<file path="config.mk">
export PLATFORM = sky130hd
export DESIGN_NAME = alu_seq_flat
export DESIGN_NICKNAME = d
export VERILOG_FILES = /design/src/rtl/alu_seq_if.sv /design/src/rtl/alu_seq.sv /design/src/flat_wrapper.sv
export SDC_FILE = /design/constraint.sdc
export NUM_CORES = 1
export LEC_CHECK = 0
export ABC_AREA = 1
export CORE_MARGIN = 3
export CORE_UTILIZATION = 68
export DETAILED_ROUTE_END_ITERATION = 12
export DONT_BUFFER_PORTS = 1
export PLACE_DENSITY = 0.85
export SYNTH_ARGS = -nofsm -noshare
export SYNTH_HDL_FRONTEND = slang
export SYNTH_SLANG_ARGS = --single-unit
</file>
<file path="constraint.sdc">
create_clock -name clk -period 3.7 [get_ports clk]
set_input_delay 0.555 -clock clk [delete_from_list [all_inputs] [get_ports clk]]
set_output_delay 0.555 -clock clk [all_outputs]
set_load 0.005 [all_outputs]
</file>
<file path="src/rtl/alu_seq_if.sv">
// Request/result bundle for alu_seq; zero/carry exist only when ALU_SEQ_FLAGS_EN is defined.
interface alu_seq_if #(
  parameter int unsigned WIDTH = 3
);
  logic                 start;
  logic [2:0]           op;
  logic [WIDTH-1:0]     a;
  logic [WIDTH-1:0]     b;
  logic [2*WIDTH-1:0]   q;
  logic                 busy;
  logic                 done;
`ifdef ALU_SEQ_FLAGS_EN
  logic                 zero;
  logic                 carry;

  modport master (output start, op, a, b, input q, busy, done, zero, carry);
  modport slave  (input start, op, a, b, output q, busy, done, zero, carry);
`else
  modport master (output start, op, a, b, input q, busy, done);
  modport slave  (input start, op, a, b, output q, busy, done);
`endif
endinterface

</file>
<file path="src/rtl/alu_seq.sv">
// Sequential ALU: single-cycle ops in EXEC, WIDTH-cycle shift-add multiply in MUL.
// Optional zero/carry flags enabled by defining ALU_SEQ_FLAGS_EN.
module alu_seq #(
  parameter int unsigned WIDTH = 3
) (
  input logic      clk,
  input logic      rst,
  alu_seq_if.slave bus
);
  localparam int unsigned QW = 2 * WIDTH;
  localparam int unsigned CW = $clog2(WIDTH);

  typedef enum logic [1:0] {S_IDLE, S_EXEC, S_MUL} state_e;
  typedef enum logic [2:0] {
    OP_ADD = 3'b000, OP_SUB = 3'b001, OP_AND = 3'b010, OP_OR  = 3'b011,
    OP_XOR = 3'b100, OP_SHL = 3'b101, OP_SHR = 3'b110, OP_MUL = 3'b111
  } op_e;

  state_e           r_state, w_state_nxt;
  op_e              r_op;
  logic [WIDTH-1:0] r_a, r_b, r_mplier;
  logic [QW-1:0]    r_q, r_acc, r_mcand;
  logic [CW-1:0]    r_cnt;
  logic             r_done;
  logic             w_capture, w_mul_last;
  logic [QW-1:0]    w_ext_a, w_ext_b, w_res, w_prod;
  logic [WIDTH:0]   w_diff;
  logic [WIDTH-1:0] w_shamt;
`ifdef ALU_SEQ_FLAGS_EN
  logic             r_zero, r_carry;
`endif

  always_ff @(posedge clk or posedge rst) begin
    if (rst) r_state <= S_IDLE;
    else     r_state <= w_state_nxt;
  end

  always_comb begin
    w_state_nxt = r_state;
    w_capture   = 1'b0;
    case (r_state)
      S_IDLE: if (bus.start) begin
        w_capture   = 1'b1;
        w_state_nxt = (op_e'(bus.op) == OP_MUL) ? S_MUL : S_EXEC;
      end
      S_EXEC:  w_state_nxt = S_IDLE;
      S_MUL:   if (w_mul_last) w_state_nxt = S_IDLE;
      default: w_state_nxt = S_IDLE;
    endcase
  end

  always_comb begin
    w_ext_a    = {{WIDTH{1'b0}}, r_a};
    w_ext_b    = {{WIDTH{1'b0}}, r_b};
    w_diff     = {1'b0, r_a} - {1'b0, r_b};
    w_shamt    = WIDTH'(r_b % WIDTH);
    w_mul_last = (r_cnt == CW'(WIDTH - 1));
    // Final product folds in the last partial term so q never sees a partial sum.
    w_prod     = r_acc + (r_mplier[0] ? r_mcand : '0);
    w_res      = '0;
    case (r_op)
      OP_ADD:  w_res = w_ext_a + w_ext_b;
      OP_SUB:  w_res = {{(WIDTH-1){1'b0}}, w_diff};
      OP_AND:  w_res = w_ext_a & w_ext_b;
      OP_OR:   w_res = w_ext_a | w_ext_b;
      OP_XOR:  w_res = w_ext_a ^ w_ext_b;
      OP_SHL:  w_res = w_ext_a << w_shamt;
      OP_SHR:  w_res = w_ext_a >> w_shamt;
      default: w_res = '0;
    endcase
  end

  always_ff @(posedge clk or posedge rst) begin
    if (rst) begin
      r_op     <= OP_ADD;
      r_a      <= '0;
      r_b      <= '0;
      r_mplier <= '0;
      r_mcand  <= '0;
      r_acc    <= '0;
      r_cnt    <= '0;
      r_q      <= '0;
      r_done   <= 1'b0;
`ifdef ALU_SEQ_FLAGS_EN
      r_zero   <= 1'b1;
      r_carry  <= 1'b0;
`endif
    end else begin
      r_done <= 1'b0;
      if (w_capture) begin
        r_op     <= op_e'(bus.op);
        r_a      <= bus.a;
        r_b      <= bus.b;
        r_mplier <= bus.b;
        r_mcand  <= {{WIDTH{1'b0}}, bus.a};
        r_acc    <= '0;
        r_cnt    <= '0;
      end
      if (r_state == S_EXEC) begin
        r_q    <= w_res;
        r_done <= 1'b1;
`ifdef ALU_SEQ_FLAGS_EN
        r_zero  <= (w_res == '0);
        r_carry <= ((r_op == OP_ADD) || (r_op == OP_SUB)) ? w_res[WIDTH] : 1'b0;
`endif
      end
      if (r_state == S_MUL) begin
        r_acc    <= w_prod;
        r_mcand  <= r_mcand << 1;
        r_mplier <= r_mplier >> 1;
        r_cnt    <= r_cnt + CW'(1);
        if (w_mul_last) begin
          r_q    <= w_prod;
          r_done <= 1'b1;
`ifdef ALU_SEQ_FLAGS_EN
          r_zero  <= (w_prod == '0);
          r_carry <= 1'b0;
`endif
        end
      end
    end
  end

  assign bus.q    = r_q;
  assign bus.busy = (r_state != S_IDLE);
  assign bus.done = r_done;
`ifdef ALU_SEQ_FLAGS_EN
  assign bus.zero  = r_zero;
  assign bus.carry = r_carry;
`endif
endmodule
</file>
<file path="src/flat_wrapper.sv">
// flat-port wrapper written by rule: the top's interface ports become plain ports
module alu_seq_flat 
#(
  parameter int unsigned WIDTH = 3
)
  (clk, rst, bus_start, bus_op, bus_a, bus_b, bus_q, bus_busy, bus_done);
  alu_seq_if #(.WIDTH(WIDTH)) bus_i ();
  input logic clk;
  input logic rst;
  input wire logic [$bits(bus_i.start)-1:0] bus_start;
  input wire logic [$bits(bus_i.op)-1:0] bus_op;
  input wire logic [$bits(bus_i.a)-1:0] bus_a;
  input wire logic [$bits(bus_i.b)-1:0] bus_b;
  output wire logic [$bits(bus_i.q)-1:0] bus_q;
  output wire logic [$bits(bus_i.busy)-1:0] bus_busy;
  output wire logic [$bits(bus_i.done)-1:0] bus_done;
  assign bus_i.start = bus_start;
  assign bus_i.op = bus_op;
  assign bus_i.a = bus_a;
  assign bus_i.b = bus_b;
  assign bus_q = bus_i.q;
  assign bus_busy = bus_i.busy;
  assign bus_done = bus_i.done;
  alu_seq #(.WIDTH(WIDTH)) u_core (.clk(clk), .rst(rst), .bus(bus_i));
endmodule
</file>
==> summary by stage, run 1 <==
Status
The flow ran to the end, and the final reports show no timing, DRC or antenna violations.

Finish
The post-route cell area is 2397 um2. The area growth from synthesis to layout is 5.333%. The top cell types in the final layout, fill and taps aside, are nand2_1, inv_1, dfrtp_1. The finished layout holds 348 standard cells, fillers aside.

The final layout contains 335 nets. The library cell used most frequently in the layout, excluding fill and tap cells, is nand2_1. After filler insertion, the fill cell instance count of the layout stands at 244. The number of inserted diodes is 0. Cells with a size suffix above 1 make up 8.553% of the layout.

Synth
The Yosys step of the flow raised 0 warnings. After synthesis, the cell types taking the most area are dfrtp_1, nand2_1, ha_1. Counting flops with an async set or reset pin after synthesis yields a share of 100.0%. In this run, synthesis inferred 0 flip-flops with an integrated enable.

The per-instance average area after synthesis is 7.612 um2. The count of unique library cells instantiated by Yosys is 30. The mapped netlist covers 2276 um2.

The synthesized instance count is 299. The number of nets in the synthesized netlist is 331. The number of synthesized register bits is 35.

The most frequently used flop master after synthesis is dfrtp_1. Summed over its instances, the top area cell type makes up 38.48% of the synthesized netlist area. After synthesis, flip-flops and latches occupy 38.48% of the total area. Of all cell types, the one taking the most synthesized area is dfrtp_1.

Place
The instance area at placement is 2316 um2. The final weighted congestion of routability-driven global placement is 0.9286. The post-detailed-placement half-perimeter wirelength is 3687 um. In this run, placement finished with an instance count of 340. The count of input and output buffers is 0. The worst slack at placement is 1.450 ns.

Power
The leakage power is 0.001283 uW. Power spread over the standard cell area amounts to 662.8 nW/um2. Across the VDD grid, the largest voltage drop is 0.4621 mV.

Floorplanning
In this run the core area contains 20 standard-cell rows. The floorplan step set the die height to 63.85 um. For this configuration, the core starts out at a cell density of 72.76%. The floorplan step defined a die boundary enclosing 4077 um2. The width of the die is 63.85 um. The floorplan step defined a core boundary enclosing 3128 um2. 20 I/O pins were placed.

Clocking
The clock root buffer is clkbuf_4. The number of buffers on the longest clock path is 2. The clock tree from TritonCTS is yes. The number of buffers created by CTS is 5.

The number of buffers added for setup after CTS is 0. The clock latency at the later pin of the worst-skew pair is 0.34 ns. Clock-pin slew was measured on the worst setup and hold paths at 0.11 ns.

The clock sink count is 35. After clock tree synthesis, the flow added hold-fix buffers numbering 0. The H-tree depth is 2. Post-CTS repair changed the size of 0 cells.

Timing
Of the available clock period, the critical path in the final layout requires 62.38%. Across all setup checks in the final design, the least slack found is 1.392 ns. For the final database, setup skew stands at 0.007459 ns. The final hold violation count was 0.

The max-slew violation count is 0. The setup-violating endpoint count in the final report is 0. The upper clock frequency limit is 433.3 MHz. The transition time of the tightest slew-check pin is 0.6074 ns.

The headroom to the max-slew limit is 59.47%. Setup repair after global routing left no endpoint under its margin. The time the worst path needs with I/O delays and setup is 2.308 ns. The total negative slack for setup checks is 0 ns.

Routing
Wires add up to 4796 um. In this run the remaining antenna-violating nets after routing total 0. The detailed router placed 1946 vias in this run. The average wire per cell in the routed design is 13.78 um. The number of remaining DRC errors is 0. The first TritonRoute pass finished after 4 iterations. In the routed layout, each cell is associated on average with a via count of 5.592. For this block, the initial DRC count from the detailed router was 171.

Global routing
The number of antenna violations at the first check in global routing came to 0. The total routing usage reported by global routing is 26.40%. The first global-routing pass estimated 8349 um of wire. The remaining global-route overflow is 0. The pin count of the biggest net entering global routing is 36. The number of global-route vias before repair was 1877.

Worst hold path
The path class of the lowest-slack min-delay path is in2async.

Critical path
For the worst setup path, the data required time is 3.94 ns. Measured in cells, the most critical reg-to-reg path has a length of 11. For the worst setup path, the data arrival time is 2.55 ns. The worst setup path is launched from a flip-flop.

The kind of capture point of the worst setup path is a flip-flop. The largest fanout on the critical path is 7. The worst reg-to-reg setup slack is 1.39 ns. The critical path in this run is classified as reg2reg.

Flow run
The number of violations of the max-capacitance limit is 0.
-- metrics by stage --
| stage | util (%) | total power (uW) | hold WS (ns) |
|---|---|---|---|
| 2_1_floorplan | - | 1152 | 0.4483 |
| 3_3_place_gp | 74.04 | 1276 | 0.4671 |
| 3_5_place_dp | 74.04 | 1305 | 0.4730 |
| 4_1_cts | 76.64 | 1583 | 0.1906 |
| 5_1_grt | 76.64 | 1738 | 0.1908 |
| 6_report | 76.64 | 1589 | 0.1857 |
-- final cells by class --
| cell class | instances | area (um2) | area share [%] |
|---|---|---|---|
| multi-input combinational | 213 | 1199 | 50.00 |
| tap | 44 | 55.05 | 2.296 |
| inverter | 47 | 178.9 | 7.463 |
| clock buffer | 5 | 37.54 | 1.566 |
| timing repair buffer | 1 | 7.507 | 0.3132 |
| clock inverter | 3 | 43.79 | 1.827 |
| sequential | 35 | 875.8 | 36.53 |
-- synthesized netlist by cell type, types with 3 or more instances --
library cell,count
nand3_1,23
inv_1,42
xor2_1,4
ha_1,18
inv_2,4
nor2_1,11
a21oi_1,11
nand2_2,4
dfrtp_1,35
nand4_1,3
nand2_1,86
nor3_1,5
o21ai_0,26
o22ai_1,4
-- per-layer routing --
| layer | global-route usage, % | up-vias | part of all wire, % |
|---|---|---|---|
| met3 | 7.557 | 6 | 6.2 |
| met2 | 41.03 | 71 | 46 |
| met4 | 8.625 | 0 | 0.92 |
| met5 | 0 | - | 0 |
| met1 | 35.44 | 890 | 47 |
| li1 | - | 979 | - |
-- power breakdown --
part | switching [uW] | internal, uW | total, uW
Clock | 133 | 142 | 275
Combinational | 460 | 253 | 714
Sequential | 116 | 484 | 600
-- state kept, by name, summed over array words and instances (netlist names), 3 cells and up --
signal	count
u_core.bus.q	6
u_core.r_a	3
u_core.r_acc	6
u_core.r_b	3
u_core.r_mcand	6
u_core.r_mplier	3
u_core.r_op	3
-- worst max-delay path: stages, from the launching register on --
cell	delay [ns]
dfrtp_1	0.49
inv_1	0.17
ha_1	0.32
nand2_1	0.06
o21ai_0	0.14
fa_1	0.43
xor2_1	0.14
nor2_1	0.06
nor3_1	0.21
nand2_1	0.08
nand2_1	0.06
nand2_1	0.04
-- final timing paths --
kind                                               start                            end
setup reg to reg               u_core.r_b[0]$_DFFE_PP0P_      u_core.bus.q[2]$_DFF_PP0_
max in group asynchronous                            rst     u_core.r_op[2]$_DFFE_PP0P_
setup / recovery               u_core.r_b[0]$_DFFE_PP0P_      u_core.bus.q[2]$_DFF_PP0_
hold / removal                                       rst    u_core.r_acc[0]$_DFFE_PP0P_
hold reg to reg            u_core.r_mcand[5]$_DFFE_PP0P_  u_core.r_mcand[5]$_DFFE_PP0P_
min in group clk                               bus_op[2]     u_core.r_op[2]$_DFFE_PP0P_
-- cells by family after synthesis --
| family | Yosys count | share of synthesized area, % |
|---|---|---|
| and+or+nand+nor | 138 | 26.61 |
| buffers and inverters | 51 | 8.851 |
| AOI/OAI and AO/OA | 50 | 12.48 |
| DFF | 35 | 38.48 |
| adders and majority gates | 20 | 11.66 |
| xor gates and xnor gates | 5 | 1.924 |
(Power assumes the default switching activity.)
==> run 2: changes to the inputs <==
--- a/config.mk
+++ b/config.mk
@@ -7,10 +7,10 @@
 export LEC_CHECK = 0
 export ABC_AREA = 1
 export CORE_MARGIN = 3
-export CORE_UTILIZATION = 68
+export CORE_UTILIZATION = 57
 export DETAILED_ROUTE_END_ITERATION = 12
 export DONT_BUFFER_PORTS = 1
-export PLACE_DENSITY = 0.85
+export PLACE_DENSITY = 0.76
 export SYNTH_ARGS = -nofsm -noshare
 export SYNTH_HDL_FRONTEND = slang
 export SYNTH_SLANG_ARGS = --single-unit
==> constraint.sdc (replaced) <==
create_clock -name clk -period 1.8 [get_ports clk]
set_input_delay 0.27 -clock clk [delete_from_list [all_inputs] [get_ports clk]]
set_output_delay 0.27 -clock clk [all_outputs]
set_load 0.005 [all_outputs]
==> run 2 against run 1 <==
  * The run now ends with setup timing left
  * Combinational power grew to 3.2 times the previous value
  * Worst setup slack worse by 1.6 ns
  * Total power grew to 2.6 times the previous value
  * Count of clock-buffer cells in the layout is 3 higher
  * Clock power grew 130%
  * Global-route usage shrank 2.8 points
  * Sequential power is 97% higher
  * Flip-flop and latch count did not move
  * Cell count rose by 11%
  * Die area grew 17%
  * Routed wire length rose by 27%
  * Non-clock buffer count is 33 higher
  * Critical endpoint unchanged
==> summary by stage, run 2 (synthesized netlist as in run 1, its figures left out) <==
Global routing
The global-route wire length before repair is 9059 um (+8.5%). The remaining global-route overflow was 0 (unchanged). The pin count of the biggest net entering global routing came to 28 (-22%).

The total routing usage reported by global routing was 23.58% (-2.8 points). The number of global-route vias before repair is 1957 (+4.3%). The number of antenna violations at the first check in global routing is 0 (unchanged).

Finish
The number of inserted diodes is 0 (unchanged). The final-stage net count was 368 (+9.9%). The library cells used most frequently in the layout, excluding fill and tap cells, are nand2_1, inv_1, dfrtp_1. The most common cell after layout, fill and taps aside is nand2_1. The post-synthesis to final-layout area growth is 26.83%. The post-route cell area is 2887 um2 (+20%). The final core utilization is 77.11% (+0.47 points). The fraction of final layout cells sized beyond drive strength 1 came to 28.49% (+20 points).

Routing
The count of TritonRoute iterations in the first routing pass is 5 (+1). The remaining antenna violation count is 0 (unchanged). The number of vias per cell is 5.642 (+0.89%). The total wire length after detailed routing was 6097 um (+27%). The total via count in the routed design was 2172 (+12%). The number of DRC markers in iteration 0 came to 221 (+29%).

The number of remaining DRC errors is 0 (unchanged). The average wire per cell in the routed design is 15.84 um (+15%).

Floorplanning
The chip height is 69.19 um (+8.4%). The floorplan row count was 22 (+10%). The die area came to 4787 um2 (+17%). The area of the placeable core was 3744 um2 (+20%). The width of the die was 69.19 um (+8.4%).

The initial core utilization is 60.80% (-12 points). The top-level port count is 20 (unchanged).

Clocking
The number of buffers created by CTS is 5 (unchanged). The clock sink count is 35 (unchanged). Clock tree synthesis selected as its root buffer the cell clkbuf_8. The number of buffers on the longest clock path was 2 (unchanged). TritonCTS built the clock tree. The clock latency at the later pin of the worst-skew pair is 0.29 ns (-0.05 ns). The CTS clock-pin slew for the worst setup and hold paths is 0.07 ns (-0.04 ns).

The H-tree depth was 2 (unchanged).

Flow run
The number of violations of the max-capacitance limit is 0 (unchanged).

Critical path
By startpoint and endpoint, the worst setup path is classified as reg2reg. STA classifies the critical path startpoint as a flip-flop. The endpoint identified for the worst register-to-register timing path is u_core.bus.q[2]$_DFF_PP0_. The critical path arrival is 2.23 ns (-0.32 ns). The largest fanout on the critical path is 3 (-4). The worst reg-to-reg setup slack was -0.25 ns (-1.64 ns).

The path depth of the worst reg2reg path is 12 (+1). The worst endpoint required time is 1.98 ns (-1.96 ns). Tracing the worst setup path back leads to its startpoint at u_core.r_b[1]$_DFFE_PP0P_. The critical path ends at u_core.bus.q[2]$_DFF_PP0_. In this run the critical register-to-register path is launched from u_core.r_b[1]$_DFFE_PP0P_. The kind of capture point of the worst setup path is a flip-flop.

Timing
The headroom to the max-slew limit is 64.90% (+5.4 points). The worst clock skew came to 0.005028 ns (-0.002431 ns). The upper clock frequency limit is 487.9 MHz (+13%). The smallest setup slack after layout is -0.2494 ns (-1.641 ns). The max-slew violation count is 0 (unchanged). The total negative slack for setup checks was -0.5002 ns (-0.5002 ns). The time the worst path needs with I/O delays and setup came to 2.049 ns (-0.2585 ns). The worst-case hold slack is 0.1512 ns (-0.03449 ns).

The final hold violation count is 0 (unchanged). The setup-violating endpoint count in the final report is 6 (+6). The transition time of the tightest slew-check pin came to 0.5216 ns (-0.08573 ns). The post-route clock period utilization is 113.9% (+51 points). Setup repair after global routing could not meet its margin everywhere.

Status
The final reports fail on setup timing. The flow ran to the end, but the final reports show violations.

Power
The power density normalized to cell area came to 1421 nW/um2 (+110%). The leakage power is 0.001465 uW (+14%). The maximum ir drop on the vdd rail was 0.8875 mV (+92%).

Place
The post-detailed-placement half-perimeter wirelength is 4029 um (+9.3%). The worst slack at placement is -0.09404 ns (-1.544 ns). The final weighted congestion of routability-driven global placement is 0.8974 (-3.4%).

The instance area at placement is 2536 um2 (+9.5%). The count of input and output buffers is 0 (unchanged).

Worst hold path
The path class of the lowest-slack min-delay path is in2reg.
## run 2: cell count changes in the layout (fill, tap and decap cells not counted), moves of 4 or more
cell      delta
o21ai_0      -4
nand2_1     -10
ha_4         +4
nand3_1      -5
nand2_2      +7
inv_1        -6
clkbuf_4     -5
buf_4       +29
nand3_2      +4
ha_1         -6
inv_2        +5
clkbuf_8     +7
## run 2: how the worst min path moves through the flow
stage	start	end	slack (ns)	cells past startpoint
after floorplan	bus_a[2]	u_core.r_a[2]$_DFFE_PP0P_	0.41	2
after global placement	rst	u_core.r_b[2]$_DFFE_PP0P_	0.15	1
after detailed placement	rst	u_core.r_op[2]$_DFFE_PP0P_	0.17	1
after CTS	bus_op[2]	u_core.r_op[2]$_DFFE_PP0P_	0.14	2
after global routing	bus_op[2]	u_core.r_op[2]$_DFFE_PP0P_	0.16	2
final	bus_op[0]	u_core.r_op[0]$_DFFE_PP0P_	0.15	2
## run 2: metrics by stage
step / std cells / power, uW
CTS: 381 / 3716
global route: 385 / 4451
finish: 385 / 4103
detailed placement: 370 / 2954
floorplan: 299 / 2395
global placement: 370 / 2897
## run 2: final cells by class
cell class / count / area (um2)
Clock buffer: 8 / 100.1
Multi-Input combinational cell: 213 / 1390
Timing Repair Buffer: 34 / 277.8
Sequential cell: 35 / 877.1
Inverter: 47 / 181.4
Fill cell: 245 / 857.1
Tap cell: 48 / 60.06
## run 2: what timing repair did
action,in CTS,in global routing
resized for setup,15,30
pin swaps,15,17
hold buffers,1,0
endpoints found under the hold margin,8,0
setup endpoints to repair,6,9
buffers inserted,2,4
## run 2: report_power, final
| part | switching (uW) | internal, uW |
|---|---|---|
| combinational | 1340 | 948 |
| clock | 277 | 349 |
| sequential | 185 | 999 |
| total | 1810 | 2300 |
## run 2: layer usage
| layer | share of wire [%] | vias up | GRT usage (%) |
|---|---|---|---|
| met3 | 6.4 | 19 | 7.101 |
| met5 | 0 | - | 0 |
| met4 | 2.4 | 0 | 6.291 |
| met2 | 48 | 82 | 36.55 |
| met1 | 43 | 1034 | 32.21 |
| li1 | - | 1037 | - |
## run 2: critical path: stages, from the launching register on
cell	delay (ns)
dfrtp_1	0.40
inv_2	0.08
ha_4	0.16
inv_2	0.05
nand2_2	0.05
xor2_1	0.14
ha_1	0.38
xor2_1	0.17
nor2_1	0.06
nor3_1	0.24
nand2_1	0.09
nand2_1	0.07
nand2_1	0.05
==> run 3: changes to the inputs <==
--- a/config.mk
+++ b/config.mk
@@ -11,6 +11,7 @@
 export DETAILED_ROUTE_END_ITERATION = 12
 export DONT_BUFFER_PORTS = 1
 export PLACE_DENSITY = 0.76
+export SLEW_MARGIN = 30
 export SYNTH_ARGS = -nofsm -noshare
 export SYNTH_HDL_FRONTEND = slang
 export SYNTH_SLANG_ARGS = --single-unit
==> results of run 3 <==
Final layout, timing and power as in run 2 (identical DEF).
